$ cat config.mk
export PLATFORM = sky130hd
export DESIGN_NAME = led_frame_sequencer
export DESIGN_NICKNAME = d
export VERILOG_FILES = /design/src/rtl/led_frame_sequencer_pkg.sv /design/src/rtl/led_frame_sequencer_step_timer.sv /design/src/rtl/led_frame_sequencer.sv
export SDC_FILE = /design/constraint.sdc
export NUM_CORES = 1
export LEC_CHECK = 0
export CAP_MARGIN = 20
export CORE_MARGIN = 3
export CORE_UTILIZATION = 50
export CTS_CLUSTER_DIAMETER = 30
export DETAILED_ROUTE_END_ITERATION = 12
export GPL_TIMING_DRIVEN = 0
export HOLD_SLACK_MARGIN = 0.15
export MAX_ROUTING_LAYER = met4
export PLACE_DENSITY_LB_ADDON = 0.1
export SYNTH_ARGS = -nofsm -noshare
export SYNTH_HDL_FRONTEND = slang
export SYNTH_SLANG_ARGS = --single-unit
$ cat constraint.sdc
create_clock -name CLOCK_5 -period 2.4 [get_ports CLOCK_5]
set_input_delay 0.48 -clock CLOCK_5 [delete_from_list [all_inputs] [get_ports CLOCK_5]]
set_output_delay 0.48 -clock CLOCK_5 [all_outputs]
set_load 0.005 [all_outputs]
$ cat src/rtl/led_frame_sequencer_pkg.sv
// Shared LED definitions: pattern modes, sequencer states, default step period.
package led_frame_sequencer_pkg;

  // 50 ms at 5 MHz.
  localparam int unsigned LedBaseTicks = 250000;

  typedef enum logic [1:0] {
    ModeCount  = 2'b00,
    ModeWalk   = 2'b01,
    ModeBounce = 2'b10,
    ModeBlink  = 2'b11
  } led_mode_e;

  typedef enum logic [1:0] {
    StIdle  = 2'b00,
    StOffer = 2'b01,
    StWait  = 2'b10
  } led_state_e;

  // First frame of a pattern; blink starts from the captured user pattern.
  function automatic logic [3:0] mode_seed(input led_mode_e mode, input logic [3:0] user_pat);
    logic [3:0] seed;
    case (mode)
      ModeCount: seed = 4'h0;
      ModeBlink: seed = user_pat;
      default:   seed = 4'b0001;
    endcase
    return seed;
  endfunction

endpackage

$ cat src/rtl/led_frame_sequencer_step_timer.sv
// Step prescaler: counts to BASE_TICKS * 2^rate - 1, then ticks and restarts.
module led_step_timer #(
  parameter int unsigned BASE_TICKS = 250000,
  parameter int unsigned CNT_W      = 24
) (
  input  logic       CLOCK_5,
  input  logic       reset,
  input  logic       clear_i,
  input  logic       enable_i,
  input  logic [1:0] rate_i,
  output logic       tick_o
);

  logic [CNT_W-1:0] cnt_q, cnt_d, term;

  // Terminal count for the selected multiplier.
  always_comb begin
    term = (CNT_W'(BASE_TICKS) << rate_i) - CNT_W'(1);
  end

  assign tick_o = enable_i && (cnt_q == term);

  // Clear wins over counting; a tick restarts the period.
  always_comb begin
    cnt_d = cnt_q;
    if (clear_i) begin
      cnt_d = '0;
    end else if (enable_i) begin
      cnt_d = tick_o ? '0 : cnt_q + CNT_W'(1);
    end
  end

  // Counter register.
  always_ff @(posedge CLOCK_5 or posedge reset) begin
    if (reset) begin
      cnt_q <= '0;
    end else begin
      cnt_q <= cnt_d;
    end
  end

endmodule

$ cat src/rtl/led_frame_sequencer.sv
// Generates LED pattern frames at a programmable step rate and offers them
// to the serial driver over a valid/ready handshake.
module led_frame_sequencer
  import led_frame_sequencer_pkg::*;
#(
  parameter int unsigned BASE_TICKS = LedBaseTicks,
  parameter int unsigned CNT_W      = 24
) (
  input  logic        CLOCK_5,
  input  logic        reset,
  input  logic        run,
  input  logic [1:0]  mode,
  input  logic [1:0]  rate_sel,
  input  logic [3:0]  user_pattern,
  input  logic        user_load,
  output logic [3:0]  frame_data,
  output logic        frame_valid,
  input  logic        frame_ready,
  output logic [15:0] frame_count,
  output logic        overrun
);

  led_state_e state_q, state_d;
  led_mode_e  mode_q, mode_d, mode_in;
  logic [3:0]  data_q, data_d, user_q, user_d, seed, nxt_data;
  logic [15:0] count_q, count_d;
  logic [1:0]  rate_q, rate_d;
  logic        overrun_q, overrun_d;
  logic        dir_q, dir_d, nxt_dir;  // dir: 0 = shifting left
  logic        tmr_clear, tmr_enable, tick;

  assign mode_in = led_mode_e'(mode);
  assign seed    = mode_seed(mode_in, user_q);

  led_step_timer #(
    .BASE_TICKS(BASE_TICKS),
    .CNT_W     (CNT_W)
  ) u_step_timer (
    .CLOCK_5 (CLOCK_5),
    .reset   (reset),
    .clear_i (tmr_clear),
    .enable_i(tmr_enable),
    .rate_i  (rate_q),
    .tick_o  (tick)
  );

  // Next pattern for a step; a mode change restarts from the new seed.
  always_comb begin
    nxt_data = seed;
    nxt_dir  = 1'b0;
    if (mode_in == mode_q) begin
      case (mode_q)
        ModeCount: nxt_data = data_q + 4'd1;
        ModeWalk:  nxt_data = {data_q[2:0], data_q[3]};
        ModeBounce: begin
          nxt_data = dir_q ? (data_q >> 1) : (data_q << 1);
          nxt_dir  = dir_q;
          if (nxt_data == 4'b1000) begin
            nxt_dir = 1'b1;
          end else if (nxt_data == 4'b0001) begin
            nxt_dir = 1'b0;
          end else if (nxt_data == 4'b0000) begin
            nxt_data = 4'b0001;
            nxt_dir  = 1'b0;
          end
        end
        ModeBlink: nxt_data = (data_q == user_q) ? ~user_q : user_q;
        default:   nxt_data = seed;
      endcase
    end
  end

  // Sequencer next-state and register updates.
  always_comb begin
    state_d    = state_q;
    data_d     = data_q;
    count_d    = count_q;
    overrun_d  = overrun_q;
    dir_d      = dir_q;
    mode_d     = mode_q;
    rate_d     = rate_q;
    tmr_clear  = 1'b0;
    tmr_enable = 1'b0;
    user_d     = user_load ? user_pattern : user_q;
    case (state_q)
      StIdle: begin
        tmr_clear = 1'b1;
        if (run) begin
          state_d = StOffer;
          data_d  = seed;
          mode_d  = mode_in;
          dir_d   = 1'b0;
          rate_d  = rate_sel;
        end
      end
      StOffer: begin
        // Free-running here only to flag a step missed by a stalled driver.
        tmr_enable = 1'b1;
        if (tick) overrun_d = 1'b1;
        if (frame_ready) begin
          count_d   = count_q + 16'd1;
          tmr_clear = 1'b1;
          rate_d    = rate_sel;
          state_d   = run ? StWait : StIdle;
        end
      end
      StWait: begin
        tmr_enable = 1'b1;
        if (!run) begin
          state_d = StIdle;
        end else if (tick) begin
          state_d = StOffer;
          data_d  = nxt_data;
          dir_d   = nxt_dir;
          mode_d  = mode_in;
        end
      end
      default: state_d = StIdle;
    endcase
  end

  // State registers.
  always_ff @(posedge CLOCK_5 or posedge reset) begin
    if (reset) begin
      state_q   <= StIdle;
      mode_q    <= ModeCount;
      data_q    <= 4'h0;
      user_q    <= 4'h0;
      count_q   <= 16'h0;
      rate_q    <= 2'b00;
      overrun_q <= 1'b0;
      dir_q     <= 1'b0;
    end else begin
      state_q   <= state_d;
      mode_q    <= mode_d;
      data_q    <= data_d;
      user_q    <= user_d;
      count_q   <= count_d;
      rate_q    <= rate_d;
      overrun_q <= overrun_d;
      dir_q     <= dir_d;
    end
  end

  assign frame_data  = data_q;
  assign frame_valid = (state_q == StOffer);
  assign frame_count = count_q;
  assign overrun     = overrun_q;

endmodule

# == Word-level counts from Yosys, hierarchy flattened ==
# Cells that the tools add are included.
# word_totals
reg_bits,56
latch_bits,0
mem_bits_rw,0
rom_bits,0
inputBits,13
output_inout_bits,22
elab_cells,87
memories,0
# classes
addsub,4
mul,0
div,0
order_cmp,0
eq_ne,17
shift,1
mux,40
bitwise,1
n_reduce_logical,15
# op_table
operator,n
two-way mux 24 bit,3
two-way mux 4 bit,9
adder 24 x 1 -> 24 bit (second input constant),1
equality test 24 bit,1
left shift 18 x 2 -> 24 bit (first input constant),1
subtractor 24 x 1 -> 24 bit (second input constant),1
two-way mux 2 bit,10
adder 16 x 1 -> 16 bit (second input constant),1
one-hot mux 4 bit (2 select lines),2
one-hot mux 4 bit (4 select lines),1
two-way mux 1 bit,10
equality test 2 bit (second input constant),4
one-hot mux 2 bit (2 select lines),2
zero test 2 bit,3
inequality test 6 bit (second input constant),1
one-hot mux 2 bit (3 select lines),1
AND reduction 3 bit,2
nonzero test 2 bit,3
AND reduction 5 bit,1
adder 4 x 1 -> 4 bit (second input constant),1
equality test 2 x 1 -> 1 bit (second input constant),2
equality test 4 x 1 -> 1 bit (second input constant),1
equality test 4 bit,1
equality test 4 bit (second input constant),1
11 further kinds,15

# == Logic depth before layout (Yosys ltp) ==
# Gate-level depths: netlist (run 1).
# depth
word_depth,10
ltp_mapped,10

# == By module ==
# From an unflattened synthesis (run 1), not the netlist that was laid out.
# hier_totals
hier_cells,417
hier_area_um2,3797.4
# modules_own_cells
mod,instances,cells_each,area_each_um2
led_frame_sequencer,1,205,2003.2
led_step_timer,1,212,1794.2

# == Worst setup path before layout (run 1) ==
# Ideal clock, no wire load.
# synth_path
path_type,register to register
startpoint,register rate_q[1]
endpoint,register mode_q[0]
setup_time_ns,0.125
t_arrival_ns,2.301
required_ns,2.275
path_slack_ns,-0.026
stages_incl_launch_ff,9
path_cell_list,dfrtp_1 -> inv_1 -> ha_1 -> or3_1 -> a222oi_1 -> o211a_4 -> nand3_2 -> a21boi_4 -> mux2_2
# synth_between
elab_chain_len,6
# synth_rtl
item,line_no,text
from (decl),led_frame_sequencer.sv:27,"logic [1:0] rate_q, rate_d;"
from (signal assigned),led_frame_sequencer.sv:139,rate_q <= rate_d;
left shift 18 x 2 -> 24 bit,led_frame_sequencer_step_timer.sv:18,term = (CNT_W'(BASE_TICKS) << rate_i) - CNT_W'(1);
subtractor 24 x 1 -> 24 bit,led_frame_sequencer_step_timer.sv:18,
equality test 24 bit,led_frame_sequencer_step_timer.sv:21,assign tick_o = enable_i && (cnt_q == term);
logical AND 1 bit,led_frame_sequencer_step_timer.sv:21,
inequality test 2 x 1 -> 1 bit (no line),n/a,
AND reduction 4 bit (no line),n/a,
to (signal assigned),led_frame_sequencer.sv:126,mode_q <= ModeCount;
to (signal assigned),led_frame_sequencer.sv:135,mode_q <= mode_d;
to (decl),led_frame_sequencer.sv:24,"led_mode_e mode_q, mode_d, mode_in;"
# No other way between the ends.
# A chain may end at the register's enable or synchronous reset.

# == Worst setup path in the final report (run 1) ==
# layout_path
startpoint,register rate_q[1]
endpoint,register u_step_timer.cnt_q[3]
# layout_between
elab_chain_len,7
# layout_rtl
item,line_no,text
left shift 18 x 2 -> 24 bit,led_frame_sequencer_step_timer.sv:18,
subtractor 24 x 1 -> 24 bit,led_frame_sequencer_step_timer.sv:18,
equality test 24 bit,led_frame_sequencer_step_timer.sv:21,
logical AND 1 bit,led_frame_sequencer_step_timer.sv:21,
two-way mux 24 bit,led_frame_sequencer_step_timer.sv:29,cnt_d = tick_o ? '0 : cnt_q + CNT_W'(1);
two-way mux 24 bit,led_frame_sequencer_step_timer.sv:28,end else if (enable_i) begin
two-way mux 24 bit,led_frame_sequencer_step_timer.sv:26,if (clear_i) begin
to (signal assigned),led_frame_sequencer_step_timer.sv:38,cnt_q <= cnt_d;
to (decl),led_frame_sequencer_step_timer.sv:14,"logic [CNT_W-1:0] cnt_q, cnt_d, term;"
# No other way between the ends. The select of a mux whose other input is x is not followed.

==> results of run 1 <==
## metal layers
layer,GRT usage [%],part of all wire (%)
met1,28.8,46
met2,34.2,48
met3,3.26,4.7
met4,5.75,1.5
met5,-,0
## registers in the layout, indices dropped and copies added, names as in the netlist
signal	count
frame_count	16
frame_data	4
u_step_timer.cnt_q	24
mode_q	2
user_q	4
dir_q	1
state_q	2
rate_q	2
overrun	1
## power groups by stage
stage	Combinational [W]	Sequential, W	Clock, W
global route	0.00281	0.00133	0.000595
global placement	0.00179	0.00130	0
detailed placement	0.00184	0.00130	0
CTS	0.00228	0.00128	0.000559
floorplan	0.00130	0.00127	0
finish	0.00260	0.00130	0.000546
## what timing repair did
item / 4_1_cts / 5_1_grt
cloned: 3 / 1
gates resized for setup: 17 / 48
buffers inserted: 12 / 4
setup endpoints to repair: 33 / 35
pin swaps: 9 / 7
## Yosys cell counts, drive strengths merged, types with 2 or more instances
library cell and n:
dfrtp 56, nand2 39, xnor2 25, nand3 24, nor2 20, o21ai 17
inv 16, a21oi 15, ha 15, a31oi 13, mux2 13, clkbuf 12
nand4 11, and3 8, buf 8, xor2 7, nor3 6, or3 6
a221o 4, nand2b 4, a22o 3, mux2i 3, o211ai 3, o31ai 3
a2111oi 2, a2bb2oi 2, a41oi 2, and4 2, nand3b 2, nor4 2
nor4b 2, o31a 2, or2b 2
## how the worst max path moves through the flow
stage | slack (ps) | endpoint | from
final | -320 | u_step_timer.cnt_q[3]$_DFFE_PP0P_ | rate_q[1]$_DFFE_PP0P_
after global placement | -720 | rate_q[1]$_DFFE_PP0P_ | reset
after detailed placement | -410 | u_step_timer.cnt_q[5]$_DFFE_PP0P_ | rate_q[0]$_DFFE_PP0P_
after global routing | -370 | u_step_timer.cnt_q[11]$_DFFE_PP0P_ | rate_q[1]$_DFFE_PP0P_
after floorplan | 10 | u_step_timer.cnt_q[8]$_DFFE_PP0P_ | rate_q[1]$_DFFE_PP0P_
after CTS | -210 | frame_data[0]$_DFFE_PP0P_ | rate_q[0]$_DFFE_PP0P_
## cell families (layout without fill, tap and decap cells)
| family | Yosys count | after routing | share of synthesized area (%) |
|---|---|---|---|
| flip-flops | 56 | 56 | 39.9 |
| XOR/XNOR | 32 | 32 | 7.98 |
| AO/OA/AOI/OAI | 80 | 81 | 17.1 |
| multiplexers | 16 | 16 | 5.02 |
| buffers and inverters | 36 | 97 | 4.95 |
| adder cells (fa/ha/maj) | 15 | 15 | 5.35 |
| AND/OR/NAND/NOR | 134 | 134 | 19.7 |
## critical path: cells and delay by family, from the launching register on
family,cells,cell delay (ps)
AOI/OAI and AO/OA,4,820
buffers and inverters,4,710
DFF,1,510
and+or+nand+nor,1,410
xor gates and xnor gates,1,160
## layout by cell type, fill, tap and decap left out, types with 9 or more instances in the layout
cell             synthesis  layout
a21oi_1                 15      12
a31oi_1                 13      12
buf_4                    1       9
clkbuf_1                11      11
clkdlybuf4s50_1          0      34
dfrtp_1                 56      54
ha_1                    15       9
inv_1                   16      13
nand2_1                 39      37
nand3_1                 23      20
nand4_1                 11      11
nor2_1                  20      20
o21ai_0                 17      12
xnor2_1                 25      25
## final cells by class
cell class              instances  area [um2]  share of cell area (%)
multi-input cells             278        2170                    47.5
flip-flops and latches         56        1400                    30.8
repair buffers                 54         597                    13.1
plain buffers                  19         119                    2.61
well taps                      93         116                    2.55
clock buffers                   6        82.6                    1.81
inverters                      16        65.1                    1.43
clock inverters                 2        10.0                   0.219
## metrics by stage
| step | std cells | worst slack (ps) | cell area, um2 | total power, W |
|---|---|---|---|---|
| floorplan | 369 | 12.0 | 3510 | 0.00258 |
| global placement | 496 | -720 | 3970 | 0.00309 |
| detailed placement | 497 | -411 | 3990 | 0.00314 |
| CTS | 520 | -207 | 4320 | 0.00412 |
| global route | 524 | -375 | 4560 | 0.00474 |
| finish | 524 | -323 | 4560 | 0.00444 |
==> metrics.csv, run 1 <==
stage,metric,value,unit
timing,setup_viol,33,
timing,setup_tns,-8170,ps
critical_path,start_kind,flip-flop,
worst_hold_path,hold_path_end,frame_count[15]$_DFFE_PP0P_,
timing,finClkSkew,8.57,ps
critical_path,r2r_slack,-320,ps
routing,drtAntennaViolNets,0,
yosys,yosysTopAreaCellShare,39.9,%
clocking,cts_tree,built,
grt,globalRouteTotalUtil,21.4,%
critical_path,crit_fanout,6,
yosys,synthFlopType,dfrtp_1,
routing,dr.pass1.iters,5,
floorplanning,dieArea,0.00806,mm2
layout,num-nets-final,458,
critical_path,r2r_start,rate_q[1]$_DFFE_PP0P_,
yosys,synth-async-reset-ratio,100,%
floorplanning,core,0.00657,mm2
yosys,ys_top_cells_by_area,"dfrtp_1 (40%), xnor2_1 (6.2%), ha_1 (5.3%), mux2_2 (4.2%), nand2_1 (4.2%)",
worst_hold_path,hold_class,flip-flop to flip-flop,
layout,drive_gt1_share,20.6,%
yosys,yosysSeqAreaShare,39.9,%
critical_path,reg2reg_depth,10,
yosys,avgSynthCellArea,9.51,um2
power,internal-power,0.00268,W
critical_path,path_class,flip-flop to flip-flop,
clocking,clock_sinks,56,
routing,vias,3114,
routing,wl_per_cell,17.0,um
clocking,clk_latency,310,ps
clocking,htreeDepth,2,
clocking,cts_inserted_buffers,5,
routing,routed_wl,8.91,mm
grt,grt_max_degree,35,
floorplanning,rows,29,
layout,diodes,0,
floorplanning,ioPinCount,35,
floorplanning,die_h,89.8,um
layout,utilization,69.4,%
placed_design,gp_congestion,0.831,
clocking,clock_tree.root_cell,clkbuf_8,
run_status,failed_checks,setup timing,
yosys,synth_cell_types,58,
clocking,ctsHoldBuffers,0,
power,p_sw,0.00176,W
power,max-vdd-ir-drop,0.517,mV
timing,fmax,367,MHz
timing,maxSlewHeadroom,49.0,%
critical_path,r2r-end,u_step_timer.cnt_q[3]$_DFFE_PP0P_,
layout,area_delta_synth_final,29.9,%
worst_hold_path,hold_depth,1,
timing,timing_hold_violations_final,0,
yosys,netlist_instances,369,
power,clkPwrFrac,12.3,%
yosys,ys_ff_latch,56,
clocking,path_clk_slew,100,ps
critical_path,cp.required,2610,ps
worst_hold_path,hp-start,frame_count[15]$_DFFE_PP0P_,
power,sw_frac_of_total,39.7,%
routing,vias_per_cell,5.94,
grt,antenna_found_initial,0,
routing,drtIter0Drc,188,
yosys,syn_area,0.00351,mm2
timing,holdWs,477,ps
run_status,status,"complete, but fails checks",
placed_design,io_buffers,34,
yosys,syn-num-nets,397,
grt,gr-total-overflow,0,
floorplanning,die_w,89.8,um
power,combPwrFrac,58.4,%
grt,grt_pass1_wl,14.2,mm
grt,grt_pass1_vias,2990,
timing,rsz0062_at_grt,true,
timing,worst_slack,-323,ps
yosys,synth_warnings,0,
timing,maxSlewViolCount,0,
clocking,cts_buffer_depth,2,
timing,min_period_over_period,113,%
yosys,netlist.top_cell.by_area,dfrtp_1,
power,power.leakage,1.91,nW
timing,period_needed,2720,ps
routing,drc,0,
yosys,synth_edf_count,0,
critical_path,worstPathCellList,"buf_4, xor2_1, or3_4, a2111oi_4, buf_4, a2111oi_4, buf_6, buf_6, a21o_1, a22o_1",
layout,fillers,497,
power,p_seq_share,29.3,%
run,maxCapViolations,0,
critical_path,end_kind,flip-flop,
timing,worst_pin_slew,759,ps
critical_path,cpPeakStageDelay,510,ps
placed_design,dp_hpwl,5.66,mm
critical_path,cp_slowest_cell,dfrtp_2,
floorplanning,start_util,53.5,%
critical_path,crit_arrival,2930,ps
power,power_density,974,mW/mm2
No activity file was read; power rests on OpenSTA's default activity.
==> run 2: changes to the inputs <==
Settings changed: GPL_TIMING_DRIVEN 0 to not set.
==> run 2 against run 1 <==
Net effect: the flow still finishes with violations (setup timing); cell count is 0.95% higher; via count shrank 3.4%; sequential power up 4%; critical path type unchanged; critical endpoint is now frame_data[3]$_DFFE_PP0P_.
==> metrics.csv, run 2 (synthesized netlist as in run 1, its figures left out) <==
stage,metric,value,unit
routing,drtAntennaViolNets,0,
timing,maxSlewViolCount,0,
layout,utilization,68.6,%
timing,rsz0062_at_grt,true,
floorplanning,start_util,53.5,%
timing,worst_slack,-175,ps
placed_design,dp_hpwl,5.49,mm
floorplanning,rows,29,
layout,area_delta_synth_final,28.4,%
critical_path,path_class,flip-flop to flip-flop,
grt,globalRouteTotalUtil,20.9,%
floorplanning,die_w,89.8,um
critical_path,r2r-end,frame_data[3]$_DFFE_PP0P_,
clocking,cts_inserted_buffers,5,
grt,grt_pass1_vias,2901,
floorplanning,dieArea,0.00806,mm2
timing,setup_tns,-3180,ps
timing,finClkSkew,15.2,ps
routing,wl_per_cell,15.5,um
worst_hold_path,hold_depth,1,
placed_design,place_inst,514,
clocking,cts_buffer_depth,2,
run_status,status,"complete, but fails checks",
layout,largest_reg_flops,24,
clocking,clock_sinks,56,
clocking,clock_tree.root_cell,clkbuf_8,
placed_design,place_area,0.00417,mm2
critical_path,start_kind,flip-flop,
power,power.leakage,1.91,nW
power,power_density,932,mW/mm2
grt,antenna_found_initial,0,
layout,layout_common_cells,"dfrtp_1 (55), nand2_1 (38), buf_4 (38)",
worst_hold_path,hold_path_end,frame_count[15]$_DFFE_PP0P_,
layout,fin_area,0.00451,mm2
timing,min_period_over_period,107,%
grt,grt_max_degree,57,
clocking,clk_latency,320,ps
critical_path,r2r_start,rate_q[1]$_DFFE_PP0P_,
layout,fillers,502,
layout,final_common_cell,dfrtp_1,
critical_path,crit_fanout,6,
timing,timing_hold_violations_final,0,
critical_path,r2r_slack,-170,ps
layout,diodes,0,
critical_path,end_kind,flip-flop,
placed_design,io_buffers,34,
critical_path,reg2reg_depth,8,
run_status,failed_checks,setup timing,
grt,gr-total-overflow,0,
layout,largest_register,u_step_timer.cnt_q,
critical_path,crit_arrival,2770,ps
placed_design,gp_congestion,0.831,
timing,maxSlewHeadroom,71.4,%
routing,vias_per_cell,5.68,
layout,stdcell_count,529,
run,maxCapViolations,0,
worst_hold_path,hold_class,flip-flop to flip-flop,
routing,drtIter0Drc,175,
clocking,htreeDepth,2,
power,max-vdd-ir-drop,0.448,mV
clocking,path_clk_slew,120,ps
timing,setup_viol,29,
layout,num-nets-final,463,
clocking,cts_tree,built,
routing,vias,3007,
grt,grt_pass1_wl,13.9,mm
floorplanning,die_h,89.8,um
routing,routed_wl,8.21,mm
floorplanning,ioPinCount,35,
routing,drc,0,
timing,worst_pin_slew,430,ps
worst_hold_path,hp-start,frame_count[15]$_DFFE_PP0P_,
floorplanning,core,0.00657,mm2
layout,drive_gt1_share,22.0,%
routing,dr.pass1.iters,4,
critical_path,cp.required,2600,ps
timing,period_needed,2570,ps
timing,fmax,388,MHz
## run 2: worst max path at each step
stage,start,endpoint,slack (ps)
floorplan,rate_q[1]$_DFFE_PP0P_,u_step_timer.cnt_q[8]$_DFFE_PP0P_,10
global placement,state_q[0]$_DFFE_PP0P_,u_step_timer.cnt_q[12]$_DFFE_PP0P_,-100
detailed placement,rate_q[0]$_DFFE_PP0P_,u_step_timer.cnt_q[8]$_DFFE_PP0P_,-130
CTS,rate_q[1]$_DFFE_PP0P_,frame_data[3]$_DFFE_PP0P_,-120
global route,rate_q[1]$_DFFE_PP0P_,u_step_timer.cnt_q[9]$_DFFE_PP0P_,-250
finish,rate_q[1]$_DFFE_PP0P_,frame_data[3]$_DFFE_PP0P_,-170
## run 2: through the flow
step,worst slack (ps),hold WS [ps],power [W]
3_5_place_dp,-129,466,0.00323
2_1_floorplan,12.0,468,0.00258
3_3_place_gp,-95.6,462,0.00319
5_1_grt,-252,507,0.00452
6_report,-175,471,0.00420
4_1_cts,-118,481,0.00416
## run 2: routing by layer
metal / up-vias / share of wire (%) / global-route usage (%)
li1: 1474 / - / -
met1: 1456 / 48 / 28.3
met2: 66 / 47 / 33.0
met3: 11 / 3.9 / 3.84
met4: 0 / 1.4 / 4.98
met5: - / 0 / -
## run 2: layout make-up
type                    instances  area (um2)  share of cell area, %
clock inverters                 3        46.3                   1.03
repair buffers                 79         736                   16.3
inverters                      16        62.6                   1.39
clock buffers                   5        68.8                   1.53
well taps                      93         116                   2.58
flip-flops and latches         56        1400                   31.1
multi-input cells             277        2080                   46.0
## run 2: worst max-delay path, stage by stage, from the launching register on
cell	delay, ps
dfrtp_2	510
ha_4	200
xor2_1	150
or3_4	350
a2111oi_4	310
buf_4	200
nand3_4	80
a21boi_4	300
mux2_2	370
## run 2: where the power goes
| part | internal, W | switching [W] |
|---|---|---|
| clock network | 0.000315 | 0.000329 |
| logic | 0.00118 | 0.00104 |
| registers | 0.00110 | 0.000246 |
## run 2: timing repair
action | in CTS | in global routing
setup endpoints to repair | 28 | 33
hold buffers | 0 | 0
pin swaps | 6 | 5
gates cloned | 2 | 0
resized for setup | 13 | 21
buffers inserted | 4 | 2
==> run 3: changes to the inputs <==
Settings changed: CTS_CLUSTER_DIAMETER 30 to not set.
==> results of run 3 <==
The final DEF is identical to that of run 2; final timing and power are the same.
